==> config.mk <==
export PLATFORM = sky130hd
export DESIGN_NAME = stochastic_round_pipe
export DESIGN_NICKNAME = d
export VERILOG_FILES = /design/src/rtl/sr_pkg.sv /design/src/rtl/sr_lfsr.sv /design/src/rtl/stochastic_round_pipe.sv
export SDC_FILE = /design/constraint.sdc
export NUM_CORES = 1
export LEC_CHECK = 0
export ABC_AREA = 0
export BUFFER_PORTS_ARGS = -buffer_cell sky130_fd_sc_hd__buf_2
export CORE_UTILIZATION = 47
export DETAILED_ROUTE_END_ITERATION = 7
export PLACE_DENSITY = 0.83
export SLEW_MARGIN = 20
export SYNTH_ARGS = -nofsm -noshare
export SYNTH_HDL_FRONTEND = slang
export SYNTH_SLANG_ARGS = --single-unit
==> constraint.sdc <==
create_clock -name clk -period 2.5 [get_ports clk]
set_input_delay 0.5 -clock clk [delete_from_list [all_inputs] [get_ports clk]]
set_output_delay 0.5 -clock clk [all_outputs]
set_load 0.1 [all_outputs]
==> src/rtl/sr_pkg.sv <==
// rtl/sr_pkg.sv - shared rounding-mode type and LFSR constants for the stochastic rounding pipe
package sr_pkg;

  localparam int LFSR_W = 16;
  localparam logic [LFSR_W-1:0] LFSR_TAPS = 16'hB400;

  typedef enum logic [1:0] {
    SR_TRUNC   = 2'b00,
    SR_NEAREST = 2'b01,
    SR_STOCH   = 2'b10
  } sr_mode_e;

  // Right-shifting Galois step: feedback from bit 0 folds into the tap positions
  function automatic logic [LFSR_W-1:0] lfsr_next(input logic [LFSR_W-1:0] s);
    return s[0] ? ((s >> 1) ^ LFSR_TAPS) : (s >> 1);
  endfunction

endpackage

==> src/rtl/sr_lfsr.sv <==
// rtl/sr_lfsr.sv - 16-bit Galois LFSR with synchronous seed load and step enable
module sr_lfsr
  import sr_pkg::*;
#(
  parameter logic [LFSR_W-1:0] SEED = 16'hACE1
) (
  input  logic              clk,
  input  logic              load,
  input  logic              enable,
  output logic [LFSR_W-1:0] state
);

  always_ff @(posedge clk) begin
    if (load) begin
      state <= SEED;
    end else if (enable) begin
      state <= lfsr_next(state);
    end
  end

endmodule

==> src/rtl/stochastic_round_pipe.sv <==
// rtl/stochastic_round_pipe.sv - 2-stage round/saturate pipe; macro SR_SAT_COUNT_EN enables the sat_cnt counter
module stochastic_round_pipe
  import sr_pkg::*;
#(
  parameter int                IN_W     = 16,
  parameter int                IN_FRAC  = 8,
  parameter int                OUT_W    = 8,
  parameter int                OUT_FRAC = 0,
  parameter logic [LFSR_W-1:0] SEED     = 16'hACE1
) (
  input  logic             clk,
  input  logic             rst,
  input  logic [IN_W-1:0]  in_data,
  input  logic [1:0]       in_mode,
  input  logic             in_valid,
  output logic             in_ready,
  output logic [OUT_W-1:0] out_data,
  output logic             out_sat,
  output logic             out_valid,
  input  logic             out_ready,
  output logic [15:0]      sat_cnt
);

  localparam int D  = IN_FRAC - OUT_FRAC;
  // One guard bit beyond the widest operand so operand + addend never wraps
  localparam int SW = ((IN_W > D) ? IN_W : D) + 2;
  localparam int CW = (SW > OUT_W + 1) ? SW : OUT_W + 1;
  localparam logic signed [CW-1:0] MAX_V = {{(CW-OUT_W+1){1'b0}}, {(OUT_W-1){1'b1}}};
  localparam logic signed [CW-1:0] MIN_V = ~MAX_V;

  generate
    if (D < 1 || D > 16) begin : g_bad_shift
      $error("stochastic_round_pipe: IN_FRAC-OUT_FRAC must be in 1..16");
    end
    if (SEED == '0) begin : g_bad_seed
      $error("stochastic_round_pipe: SEED must be nonzero");
    end
  endgenerate

  logic              stall;
  logic              accept;
  logic [LFSR_W-1:0] lfsr_q;
  logic              unused_lfsr;

  assign stall       = out_valid & ~out_ready;
  assign in_ready    = ~stall;
  assign accept      = in_valid & in_ready;
  assign unused_lfsr = ^{1'b0, lfsr_q};

  sr_lfsr #(
    .SEED(SEED)
  ) u_lfsr (
    .clk   (clk),
    .load  (rst),
    .enable(accept),
    .state (lfsr_q)
  );

  logic        [SW-1:0] addend;
  logic signed [SW-1:0] sum_d;

  always_comb begin
    addend = '0;
    case (sr_mode_e'(in_mode))
      SR_TRUNC: addend = '0;
      SR_STOCH: addend = SW'(lfsr_q[D-1:0]);
      default:  addend = SW'(1) << (D - 1);
    endcase
    sum_d = $signed({{(SW-IN_W){in_data[IN_W-1]}}, in_data} + addend);
  end

  logic                 s1_valid;
  logic signed [SW-1:0] s1_sum;
  logic signed [SW-1:0] shifted;
  logic signed [CW-1:0] wide;
  logic [OUT_W-1:0]     data_d;
  logic                 sat_d;

  always_comb begin
    shifted = s1_sum >>> D;
    wide    = CW'(shifted);
    data_d  = wide[OUT_W-1:0];
    sat_d   = 1'b0;
    if (wide > MAX_V) begin
      data_d = MAX_V[OUT_W-1:0];
      sat_d  = 1'b1;
    end else if (wide < MIN_V) begin
      data_d = MIN_V[OUT_W-1:0];
      sat_d  = 1'b1;
    end
  end

  // Both stages advance together; a stalled output freezes the whole pipe
  always_ff @(posedge clk) begin
    if (rst) begin
      s1_valid  <= 1'b0;
      s1_sum    <= '0;
      out_valid <= 1'b0;
      out_data  <= '0;
      out_sat   <= 1'b0;
    end else if (!stall) begin
      s1_valid  <= accept;
      if (accept) begin
        s1_sum <= sum_d;
      end
      out_valid <= s1_valid;
      if (s1_valid) begin
        out_data <= data_d;
        out_sat  <= sat_d;
      end
    end
  end

`ifdef SR_SAT_COUNT_EN
  logic [15:0] sat_cnt_q;

  always_ff @(posedge clk) begin
    if (rst) begin
      sat_cnt_q <= '0;
    end else if (out_valid && out_ready && out_sat && sat_cnt_q != 16'hFFFF) begin
      sat_cnt_q <= sat_cnt_q + 16'd1;
    end
  end

  assign sat_cnt = sat_cnt_q;
`else
  assign sat_cnt = '0;
`endif

endmodule

### Yosys cells after proc, flatten, opt, wreduce, memory -nomap -nowiden

Index checks and enable logic that the tools add are counted.

* bits in registers: 45
* latch bits: 0
* memory bits (writable): 0
* ROM bits: 0
* bits of input ports: 22
* output and inout bits: 27
* memories kept: 0

* add/sub/neg operators: 1
* multipliers: 0
* div/mod/pow operators: 0
* $lt $le $gt $ge: 2
* equality and inequality tests: 1
* shift operators: 0
* mux-type cells: 6
* bitwise gates (word level): 5
* reduce and logical (&&, ||, !) cells: 3

Operator list (number)
* adder 18 bit: 1
* two-way mux 16 bit: 1
* two-way mux 8 bit: 2
* one-hot mux 8 bit (2 select lines): 1
* > comparator 10 x 8 -> 1 bit, second input constant: 1
* < comparator 10 x 8 -> 1 bit, second input constant: 1
* inverter 3 -> 4 bit: 1
* AND reduction 2 bit: 2
* bitwise AND 1 bit: 2
* equality test 2 bit, second input constant: 1
* zero test 2 bit: 1
* two-way mux 1 bit: 2
* inverter 1 bit: 2

### Longest topological paths before layout

* word-level depth: 5
* mapped depth: 8

### Modules after synthesis

Synthesis repeated with hierarchy kept, for this count alone.

* cells, all modules: 216
* area total of the unflattened synthesis: 1913.1 µm²

By module, submodules not included
* stochastic_round_pipe: instances 1, cells each 160, area an instance 1282.5 µm², sequential area each 400.4 µm²
* sr_lfsr: instances 1, cells each 56, area an instance 630.6 µm², sequential area each 320.3 µm²

### Worst setup path after synthesis

OpenSTA, ideal clock, no wires.

* path kind: reg-to-reg
* start: reg out_valid
* end: reg u_lfsr.state[13]
* library setup time: 0.120 ns
* arrival: 2.863 ns
* required time: 2.380 ns
* setup slack: -0.483 ns
* cell stages (with the launch flop): 6
* clock period less this slack: 2.983 ns
* cell sequence: dfxtp_1 > nand2b_1 > nand2_1 > clkbuf_1 > nor2_1 > a211o_1

* word-level cells in the longest chain between the ends: 3

RTL lines
* start: declaration: RTL line stochastic_round_pipe.sv:19 `output logic out_valid,`
* start signal: assignment: RTL line stochastic_round_pipe.sv:106 `out_valid <= s1_valid;`
* bitwise AND 1 bit: RTL line stochastic_round_pipe.sv:45 `assign stall = out_valid & ~out_ready;`
* inverter 1 bit (no source line)
* named net in_ready: RTL line stochastic_round_pipe.sv:16 `output logic in_ready,`
* bitwise AND 1 bit: RTL line stochastic_round_pipe.sv:47 `assign accept = in_valid & in_ready;`
* end signal: assignment: RTL line sr_lfsr.sv:17 `state <= lfsr_next(state);`
* end: declaration: RTL line sr_lfsr.sv:10 `output logic [LFSR_W-1:0] state`

The timed path passes the listed nets, and every way through them passes these cells.
A chain may end at the register's enable or synchronous reset.

### Worst setup path after layout

* start: in in_mode[1]
* end: reg s1_sum[15]

* word-level cells in the longest chain between the ends: 3

RTL lines
* start: declaration: RTL line stochastic_round_pipe.sv:14 `input logic [1:0] in_mode,`
* equality test 2 bit or zero test 2 bit (tied branches): RTL line stochastic_round_pipe.sv:64 `case (sr_mode_e'(in_mode))`
* one-hot mux 8 bit (2 select lines) *: RTL line stochastic_round_pipe.sv:64
* adder 18 bit *: RTL line stochastic_round_pipe.sv:69 `sum_d = $signed({{(SW-IN_W){in_data[IN_W-1]}}, in_data} + addend);`
* end signal: assignment: RTL line stochastic_round_pipe.sv:104 `s1_sum <= sum_d;`
* end: declaration: RTL line stochastic_round_pipe.sv:73 `logic signed [SW-1:0] s1_sum;`

Mark *: on every way between the ends. The rest lies on a longest branch, timed or not.

==> reports/results.txt <==
TritonCTS buffer count -> 5
via count -> 1669
Tmin final -> 2.52 ns
Seq/Total Area, Yosys -> 0.375
sum of negative setup slack -> -0.0158 ns
# nets final -> 301
Hold Crit Class -> register to register
final max-slew violation count -> 0
gpl congestion -> 0.856
crit start category -> primary input
synth unique cells -> 45
area grow syn2layout -> 19.3%
# hold bufs at CTS -> 0
setup ws final -> -0.0158 ns
Worst setup EP type -> register
crit-path max FO -> 7
clock skew -> 0.00373 ns
DRT Pass-1 Iters -> 4
DRT iter0 DRCs -> 95
port bufs -> 32
Antenna Cells -> 0
final worst-path cycle share -> 1.01
post-route ant nets -> 0
global route overflow -> 0
Longest Clk Path Bufs -> 2
Comb power frac -> 0.260
WHS -> 0.454 ns
largest net degree at the start of global routing -> 38
Sw Ratio -> 0.345
power per cell area -> 676 mW/mm2
Hold Fails Final Rpt -> 0
RSZ-0062 raised after global routing -> yes
die area -> 0.00434 mm2
violated checks -> negative setup slack
WP data arrival -> 2.72 ns
CTS sink count -> 36
detailed-route DRC error count -> 0
Place WS -> -0.241 ns
WL final -> 3.89 mm
clk slew on worst S/H paths -> 0.07 ns
footprint of the multi-input gates -> 0.00113 mm2
clock power share -> 0.321
dpl cells -> 307
worst skew pair latency -> 0.29 ns
root buffer cell -> clkbuf_8
Starting Density -> 0.505
Mapped Cells -> 236
hpwl dp -> 2.59 mm
Seq cells post-synth -> 36
P_leak -> 0.987 nW
Fillers -> 326
site row count -> 22
global-route wire length before repair -> 5.94 mm
asr flop ratio synth -> 0
non-filler cells, final -> 321
htree depth -> 2
Max VDD drop -> 0.000507 V
Routed wire per std cell -> 12.1 um
fraction of layout cells with a size suffix above 1 -> 0.260
predominant post-synthesis flop cell -> dfxtp_1
Maximum Capacitance Violations -> 0
Register Area -> 722 um2
Netlist Area Pre-Place -> 0.00192 mm2
EDFF count, synth -> 0
Setup CP Type -> primary input to register
Flop pwr share -> 0.419
maximum clock rate -> 397 MHz
Via density -> 5.20
status -> finished with violations
yosys warns -> 0
Final setup viols -> 1
Syn Area/Cell -> 8.13 um2
Worst EP required -> 2.70 ns
gr usage total -> 0.179
die height -> 65.9 um
core area -> 0.00380 mm2
Die X -> 65.9 um
I/O pins -> 49
Net Switching -> 0.534 mW
number of global-route vias before repair -> 1453
Int Pwr -> 1.02 mW
TritonCTS clock tree -> built
antenna violations before repair -> 0
Finished Core Util -> 0.603
==> logic make-up (layout without fill, tap and decap cells) <==
| logic type | after synthesis | count (layout) | synth area share |
|---|---|---|---|
| compound gates | 55 | 56 | 0.200 |
| xor+xnor | 6 | 6 | 0.0274 |
| fa+ha+maj | 8 | 8 | 0.0508 |
| buf+inv | 33 | 54 | 0.0965 |
| flops | 36 | 36 | 0.375 |
| mux | 2 | 2 | 0.0104 |
| other cells | 1 | 16 | 0.00195 |
| simple gates | 95 | 95 | 0.237 |
==> what timing repair did <==
action / CTS / global route
endpoints found under the setup margin: 0 / 6
buffers inserted: 0 / 5
resized for setup: 0 / 8
==> Yosys cell counts, drive strengths merged (4+ instances only) <==
cell type	count	area, um2
ha	7	87.6
nor2	26	97.6
a211oi	6	55.1
buf	20	136
nor3	7	35.0
and2	8	50.1
nand2	32	120
xnor2	5	43.8
dfxtp	36	721
o21ai	9	45.0
a211o	4	36.3
clkbuf	10	37.5
nand3b	7	52.6
a21oi	23	115
==> routing by layer <==
metal | up-vias | routed length, um | track usage
li1 | 869 | - | -
met1 | 741 | 1640 | 0.197
met2 | 46 | 2020 | 0.313
met3 | 13 | 139 | 0.0397
met4 | 0 | 96 | 0.101
met5 | - | 0 | 0
==> layout by cell type, fill, tap and decap left out, types with 3 or more instances in the layout <==
master	n
buf_4	11
conb_1	16
o21ai_0	9
nand2_1	32
dfxtp_1	35
buf_2	30
nor3_1	7
a211o_1	3
xnor2_1	5
a311oi_1	3
and2_1	4
ha_1	4
nand3_1	3
inv_1	3
nand3b_1	7
a211oi_1	4
clkbuf_8	5
ha_4	3
and2_4	3
a21oi_1	23
nor2_1	26
==> layout make-up <==
| cell class | instances | area share |
|---|---|---|
| multi-input cells | 183 | 0.495 |
| flip-flops and latches | 36 | 0.315 |
| repair buffers | 43 | 0.111 |
| clock buffers | 6 | 0.0317 |
| well taps | 48 | 0.0262 |
| clock inverters | 2 | 0.0153 |
| inverters | 3 | 0.00492 |
==> worst paths after layout <==
kind / slack, ns / depth (start not counted) / to / startpoint
max: -0.02 / 9 / s1_sum[15]$_SDFFE_PP0P_ / in_mode[1]
min: 0.45 / 2 / out_valid$_SDFFE_PP0N_ / s1_valid$_SDFFE_PP0N_
max reg2reg: 0.24 / 7 / s1_sum[15]$_SDFFE_PP0P_ / u_lfsr.state[4]$_SDFFE_PP0P_
min reg2reg: 0.45 / 2 / out_valid$_SDFFE_PP0N_ / s1_valid$_SDFFE_PP0N_
==> per-stage QoR <==
stage	power [mW]	instance area, um2
floorplan	1.00	1980
global placement	1.04	2070
detailed placement	1.05	2070
CTS	1.54	2180
global route	1.62	2290
finish	1.55	2290
==> worst max-delay path, stage by stage <==
cell	delay [ns]
buf_6	0.09
and2b_2	0.24
and2_4	0.18
ha_4	0.26
o211ai_1	0.14
a211oi_2	0.36
a32oi_2	0.13
or4_1	0.54
a311oi_1	0.27
==> power by group through the flow <==
stage	clock network [mW]	registers (mW)	logic, mW
6_report	0.497	0.649	0.402
5_1_grt	0.529	0.655	0.433
4_1_cts	0.507	0.649	0.387
3_5_place_dp	0	0.662	0.386
3_3_place_gp	0	0.659	0.380
2_1_floorplan	0	0.727	0.272
==> sequential cells by signal, indices dropped and copies added (netlist names) <==
signal	cells
out_data	8
s1_sum	9
out_sat	1
u_lfsr.state	16
s1_valid	1
out_valid	1
Note: power is estimated with default switching activity, not from simulation.
